===== src/rtl/bus_pkg.sv =====
// Shared types and constants for the registered datapath bus arbiter/mux.
// Source codes keep the numbering of the old combinational bus mux.
package bus_pkg;

    typedef enum logic [1:0] {
        IDLE   = 2'd0,
        OWNED  = 2'd1,
        FORCED = 2'd2
    } bus_state_e;

    localparam int BUS_WIDTH = 32;
    localparam int BUS_NSRC  = 26;

    localparam int R0  = 0,  R1  = 1,  R2  = 2,  R3  = 3;
    localparam int R4  = 4,  R5  = 5,  R6  = 6,  R7  = 7;
    localparam int R8  = 8,  R9  = 9,  R10 = 10, R11 = 11;
    localparam int R12 = 12, R13 = 13, R14 = 14, R15 = 15;
    localparam int HI      = 16;
    localparam int LO      = 17;
    localparam int ZHI     = 18;
    localparam int ZLO     = 19;
    localparam int PC      = 20;
    localparam int MDR     = 21;
    localparam int INPORT  = 22;
    localparam int OUTPORT = 23;
    localparam int YREG    = 24;
    localparam int CREG    = 25;

endpackage


===== src/rtl/bus_arbiter_mux_if.sv =====
// Bus request/grant bundle between the datapath sources and the arbiter.
// master = sources/control unit, slave = the arbiter itself.
interface bus_arbiter_mux_if
    import bus_pkg::*;
#(
    parameter int WIDTH = BUS_WIDTH,
    parameter int NSRC  = BUS_NSRC,
    parameter int SELW  = $clog2(NSRC)
);
    logic [NSRC*WIDTH-1:0] src_data;
    logic [NSRC-1:0]       req;
    logic                  lock;
    logic                  force_en;
    logic [SELW-1:0]       force_sel;
    logic [WIDTH-1:0]      bus_out;
    logic                  bus_valid;
    logic [NSRC-1:0]       grant;
    logic [SELW-1:0]       grant_idx;

    modport master (
        output src_data, req, lock, force_en, force_sel,
        input  bus_out, bus_valid, grant, grant_idx
    );

    modport slave (
        input  src_data, req, lock, force_en, force_sel,
        output bus_out, bus_valid, grant, grant_idx
    );
endinterface


===== src/rtl/rr_arbiter.sv =====
// Combinational round-robin pick: first set request after i_last,
// wrapping around, with masked-out sources skipped.
module rr_arbiter #(
    parameter int NSRC = 26,
    parameter int SELW = $clog2(NSRC)
) (
    input  logic [NSRC-1:0] i_req,
    input  logic [SELW-1:0] i_last,
    input  logic [NSRC-1:0] i_excl,
    output logic [SELW-1:0] o_idx,
    output logic            o_any
);
    logic [NSRC-1:0] w_req;
    logic [SELW-1:0] w_p;

    assign w_req = i_req & ~i_excl;

    always_comb begin
        o_idx = '0;
        o_any = 1'b0;
        w_p   = i_last;
        for (int k = 0; k < NSRC; k++) begin
            w_p = (w_p == SELW'(NSRC - 1)) ? '0 : w_p + 1'b1;
            if (!o_any && w_req[w_p]) begin
                o_any = 1'b1;
                o_idx = w_p;
            end
        end
    end
endmodule


===== src/rtl/bus_arbiter_mux.sv =====
// Registered shared-bus arbiter/mux: round-robin with bounded hold,
// owner lock, and the legacy encoded force-select override.
module bus_arbiter_mux
    import bus_pkg::*;
#(
    parameter int WIDTH    = BUS_WIDTH,
    parameter int NSRC     = BUS_NSRC,
    parameter int SELW     = $clog2(NSRC),
    parameter int MAX_HOLD = 8
) (
    input  logic               clock,
    input  logic               clear_n,
    bus_arbiter_mux_if.slave   bus
);
    localparam int HCW = (MAX_HOLD < 1) ? 1 : $clog2(MAX_HOLD + 1);
    localparam logic [SELW:0]  LP_NSRC = NSRC[SELW:0];
    localparam logic [HCW-1:0] LP_HMAX = MAX_HOLD[HCW-1:0];
    // With no hold limit the counter only needs to stay bounded.
    localparam logic [HCW-1:0] LP_HSAT = (MAX_HOLD == 0) ? '1 : LP_HMAX;

    bus_state_e       r_state, w_state;
    logic [WIDTH-1:0] r_bus, w_bus;
    logic             r_valid, w_valid;
    logic [NSRC-1:0]  r_grant, w_grant;
    logic [SELW-1:0]  r_idx, w_idx;
    logic [SELW-1:0]  r_last, w_last;
    logic [HCW-1:0]   r_hold, w_hold;

    logic [WIDTH-1:0] w_src [NSRC];
    logic [SELW-1:0]  w_win;
    logic             w_any;
    logic             w_fsel_ok;
    logic             w_others;
    logic             w_preempt;
    logic             w_keep;

    for (genvar g = 0; g < NSRC; g++) begin : g_src
        assign w_src[g] = bus.src_data[g*WIDTH +: WIDTH];
    end

    rr_arbiter #(
        .NSRC (NSRC),
        .SELW (SELW)
    ) u_rr (
        .i_req  (bus.req),
        .i_last (r_last),
        .i_excl ('0),
        .o_idx  (w_win),
        .o_any  (w_any)
    );

    assign w_fsel_ok = {1'b0, bus.force_sel} < LP_NSRC;
    assign w_others  = |(bus.req & ~r_grant);
    assign w_preempt = (MAX_HOLD != 0) && (r_hold >= LP_HMAX)
                     && w_others;
    assign w_keep    = (r_state == OWNED) && bus.req[r_idx]
                     && (!w_preempt || bus.lock);

    always_comb begin
        w_state = IDLE;
        w_bus   = '0;
        w_valid = 1'b0;
        w_grant = '0;
        w_idx   = '0;
        w_hold  = r_hold;
        w_last  = r_last;
        priority case (1'b1)
            bus.force_en: begin
                w_state = FORCED;
                if (w_fsel_ok) begin
                    w_grant = NSRC'(1) << bus.force_sel;
                    w_idx   = bus.force_sel;
                    w_bus   = w_src[bus.force_sel];
                    w_valid = 1'b1;
                end
            end
            w_keep: begin
                w_state = OWNED;
                w_grant = r_grant;
                w_idx   = r_idx;
                w_bus   = w_src[r_idx];
                w_valid = 1'b1;
                w_hold  = (r_hold == LP_HSAT) ? r_hold
                                              : r_hold + 1'b1;
            end
            w_any: begin
                w_state = OWNED;
                w_grant = NSRC'(1) << w_win;
                w_idx   = w_win;
                w_bus   = w_src[w_win];
                w_valid = 1'b1;
                w_hold  = HCW'(1);
                w_last  = w_win;
            end
            default: begin
                w_hold = '0;
            end
        endcase
    end

    always_ff @(posedge clock or negedge clear_n) begin
        if (!clear_n) begin
            r_state <= IDLE;
            r_bus   <= '0;
            r_valid <= 1'b0;
            r_grant <= '0;
            r_idx   <= '0;
            r_hold  <= '0;
            r_last  <= SELW'(NSRC - 1);
        end else begin
            r_state <= w_state;
            r_bus   <= w_bus;
            r_valid <= w_valid;
            r_grant <= w_grant;
            r_idx   <= w_idx;
            r_hold  <= w_hold;
            r_last  <= w_last;
        end
    end

    assign bus.bus_out   = r_bus;
    assign bus.bus_valid = r_valid;
    assign bus.grant     = r_grant;
    assign bus.grant_idx = r_idx;
endmodule


===== src/flat_wrapper.sv =====
// flat-port wrapper written by rule: the top's interface ports become plain ports
module bus_arbiter_mux_flat import bus_pkg::*;
#(
    parameter int WIDTH    = BUS_WIDTH,
    parameter int NSRC     = BUS_NSRC,
    parameter int SELW     = $clog2(NSRC),
    parameter int MAX_HOLD = 8
)
  (clock, clear_n, bus_src_data, bus_req, bus_lock, bus_force_en, bus_force_sel, bus_bus_out, bus_bus_valid, bus_grant, bus_grant_idx);
  bus_arbiter_mux_if #(.WIDTH(WIDTH), .NSRC(NSRC), .SELW(SELW)) bus_i ();
  input  logic clock;
  input  logic clear_n;
  input wire logic [$bits(bus_i.src_data)-1:0] bus_src_data;
  input wire logic [$bits(bus_i.req)-1:0] bus_req;
  input wire logic [$bits(bus_i.lock)-1:0] bus_lock;
  input wire logic [$bits(bus_i.force_en)-1:0] bus_force_en;
  input wire logic [$bits(bus_i.force_sel)-1:0] bus_force_sel;
  output wire logic [$bits(bus_i.bus_out)-1:0] bus_bus_out;
  output wire logic [$bits(bus_i.bus_valid)-1:0] bus_bus_valid;
  output wire logic [$bits(bus_i.grant)-1:0] bus_grant;
  output wire logic [$bits(bus_i.grant_idx)-1:0] bus_grant_idx;
  assign bus_i.src_data = bus_src_data;
  assign bus_i.req = bus_req;
  assign bus_i.lock = bus_lock;
  assign bus_i.force_en = bus_force_en;
  assign bus_i.force_sel = bus_force_sel;
  assign bus_bus_out = bus_i.bus_out;
  assign bus_bus_valid = bus_i.bus_valid;
  assign bus_grant = bus_i.grant;
  assign bus_grant_idx = bus_i.grant_idx;
  bus_arbiter_mux #(.WIDTH(WIDTH), .NSRC(NSRC), .SELW(SELW), .MAX_HOLD(MAX_HOLD)) u_core (.clock(clock), .clear_n(clear_n), .bus(bus_i));
endmodule

===== config.mk =====
export PLATFORM = sky130hd
export DESIGN_NAME = bus_arbiter_mux_flat
export DESIGN_NICKNAME = d
export VERILOG_FILES = /design/src/rtl/bus_pkg.sv /design/src/rtl/bus_arbiter_mux_if.sv /design/src/rtl/rr_arbiter.sv /design/src/rtl/bus_arbiter_mux.sv /design/src/flat_wrapper.sv
export SDC_FILE = /design/constraint.sdc
export NUM_CORES = 2
export LEC_CHECK = 0
export CAP_MARGIN = 20
export CELL_PAD_IN_SITES_DETAIL_PLACEMENT = 1
export CELL_PAD_IN_SITES_GLOBAL_PLACEMENT = 1
export CORE_AREA = 2 2 359 361
export DETAILED_ROUTE_END_ITERATION = 6
export DIE_AREA = 0 0 361 363
export PLACE_DENSITY_LB_ADDON = 0.1
export SYNTH_ARGS = -nofsm -noshare
export SYNTH_HDL_FRONTEND = slang
export SYNTH_SLANG_ARGS = --single-unit

===== constraint.sdc =====
create_clock -name clock -period 19 [get_ports clock]
set_input_delay 5.7 -clock clock [delete_from_list [all_inputs] [get_ports clock]]
set_output_delay 5.7 -clock clock [all_outputs]
set_load 0.01 [all_outputs]

==> results.txt <==
Status = completed
Final ANT Viol Nets = 0
Hold crit path type = reg2reg
Final wirelength = 294000 um
GR Util All Layers = 42.8%
Avg Inst Size Synth = 8.20 um^2
Initial DRC count = 6080
Maximum clock frequency = 54.3 MHz
Die H = 363 um
Fin Clk Skew = 0.0366 ns
Synth Flop Type = dfrtp_1
Full die area = 131000 um^2
Critical path endpoint category = register
Vias per cell = 6.76
# H-tree levels = 3
Fin crit share = 96.9%
CTS Buffer Depth = 2
Cell mode on critical path = nand2_1
Final Setup Violations = 0
I/O pin count = 931
Crit path launch type = register
Maxcap violations = 0
Synth Net Count = 5448
Global-route wire length before repair = 398000 um
FF-to-FF path depth = 78
CTS root buf = clkbuf_16
Cells after Synth = 4527
Initial core utilization = 29.2%
CTS Hold Buffers Added = 0
Worst EP required = 19.35 ns
Clock Pin Slew Worst Setup and Hold Paths = 0.09 ns
Dpl hpwl = 229000 um
Reg2reg setup slack = 0.59 ns
Port bufs = 930
Final hold vios = 0
Remaining DRCs = 0
Via count = 49600
Tmin final = 18.41 ns
Routability Congestion = 1.04
Area grow syn2layout = 42.2%
Vias in the first global route = 48500
Core region area = 127000 um^2
Synthesized flop and latch total = 75
WHS Path Cells = 2
Crit Path Max Fanout = 10
Cell variety after synth = 130
Slew headroom = 23.5%
RR Endpoint = u_core.bus.bus_out[19]
Crit Path Class = reg2reg
DR WL/cell = 40.0 um
Skew-Pair Late Insertion Delay = 0.43 ns
Register area share after synthesis = 5.06%
WHS Endpoint = u_core.bus.grant[14]
Mapped cell area = 37100 um^2
Clock tree from TritonCTS = yes
Row count = 131
Worst EP arrival = 18.76 ns
Global route overflow = 0
Number of buffers created by CTS = 9
EDFF count, synth = 0
Dpl cell area = 51100 um^2
Die Wd = 361 um
TritonRoute pass-1 iters = 6
Fillcell total = 14800
Syn. warnings = 0
Largest net degree at the start of global routing = 113
Hold_sp = u_core.bus.grant[14]
Layout cells sized above 1 = 24.6%
Clock sinks = 75
Worst r2r src = u_core.r_last[0]
Slew Viols, Final = 0
Initial antenna violation count = 203
Slew @ Worst Pin = 1.15 ns
Worst-path cell with the longest stage delay = dfstp_2
Async SR Flop Fraction = 100%
Nets = 6464
Cell area after layout = 52800 um^2
Worst path max stage delay = 0.59 ns
==> what timing repair did <==
item | 4_1_cts | 5_1_grt
pin swaps | 3 | 23
buffers inserted | 6 | 38
gates resized for setup | 45 | 106
endpoints found under the setup margin | 59 | 68
==> state kept, by name, summed over array words and instances (netlist names) <==
signal	count
u_core.r_hold	4
u_core.bus.grant_idx	5
u_core.bus.grant	26
u_core.bus.bus_out	32
u_core.r_state	2
u_core.r_last	5
u_core.bus.bus_valid	1
==> worst max path at each step <==
stage / from / slack [ns] / end / depth (start not counted)
6_report: u_core.r_last[0] / 0.59 / u_core.bus.bus_out[19] / 78
5_1_grt: u_core.r_last[0] / -0.24 / u_core.bus.bus_out[26] / 81
4_1_cts: u_core.r_last[0] / 0.06 / u_core.bus.bus_out[11] / 77
3_5_place_dp: u_core.r_last[0] / -1.04 / u_core.bus.bus_out[8] / 74
3_3_place_gp: u_core.r_last[0] / -1.02 / u_core.bus.bus_out[8] / 70
2_1_floorplan: u_core.r_last[0] / 0.04 / u_core.bus.bus_out[16] / 87
==> final cells by class <==
cell class	count	area (um^2)	area share, %
inverters	127	484	0.917
flip-flops and latches	75	1900	3.59
diodes	134	335	0.635
multi-input cells	3882	33900	64.2
clock buffers	9	225	0.426
well taps	1662	2080	3.94
clock inverters	7	70.1	0.133
repair buffers	1448	13800	26.2
==> cell families after synthesis <==
logic type / Yosys count / share of synthesized area [%]
multiplexers: 854 / 39.8
adder cells (fa/ha/maj): 54 / 1.82
flip-flops: 75 / 5.06
buffers and inverters: 570 / 6.27
AND/OR/NAND/NOR: 1489 / 17.9
AO/OA/AOI/OAI: 1445 / 28.0
XOR/XNOR: 40 / 1.13
==> cells in the mapped netlist (71+ instances only) <==
master,n,area (um^2)
nand2_1,765,2870
nor2_1,271,1020
a31oi_1,104,651
clkbuf_1,290,1090
nand3_1,158,791
inv_1,101,379
a22oi_1,71,533
o21ai_0,179,896
a211oi_1,102,766
dfrtp_1,72,1800
mux4_2,490,11000
o211ai_1,169,1270
mux2i_1,296,2960
a21oi_1,230,1150
==> stage by stage <==
stage          worst slack, ns  utilization, %  instances  hold slack, ns  TNS (ns)
2_1_floorplan           0.0353               -       4527           0.474         0
3_3_place_gp             -1.02            40.2       7150           0.508    -20.39
3_5_place_dp             -1.04            40.2       7150           0.512    -19.70
4_1_cts                 0.0573            40.7       7172           0.530         0
5_1_grt                 -0.235            41.5       7318           0.557     -2.56
6_report                 0.588            41.6       7344           0.535         0
==> cell usage in the layout (no fill, tap or decap), drive strengths merged, types with 65 or more instances in the layout <==
cell type      instances
a22oi                 72
a211oi               113
a21oi                238
buf                  538
o211ai               173
o21ai                236
o22ai                 68
nand2                766
mux2                  65
nor2                 279
a31oi                108
mux2i                299
mux4                 490
clkdlybuf4s50        910
inv                  111
diode                134
nand3                159
dfrtp                 72
==> critical path: cells and delay by family, from the launching register on <==
kind	cells	cell delay, ns
AOI/OAI and AO/OA	23	5.68
xor gates and xnor gates	1	0.36
adders and majority gates	10	2.67
buffers and inverters	8	1.26
DFF	1	0.59
muxes	4	1.20
and+or+nand+nor	32	6.52
==> per-layer routing <==
metal / routed length (um) / GRT usage, % / vias to the layer above
met5: 607 / 0 / -
met4: 20400 / 26.9 / 94
met3: 31800 / 13.5 / 785
met2: 130000 / 65.4 / 3134
met1: 111000 / 52.2 / 25300
li1: - / - / 20300
Power is left out: the tool's default activity adds up to more than one toggle a clock period on the data nets, which glitch-free logic cannot reach.
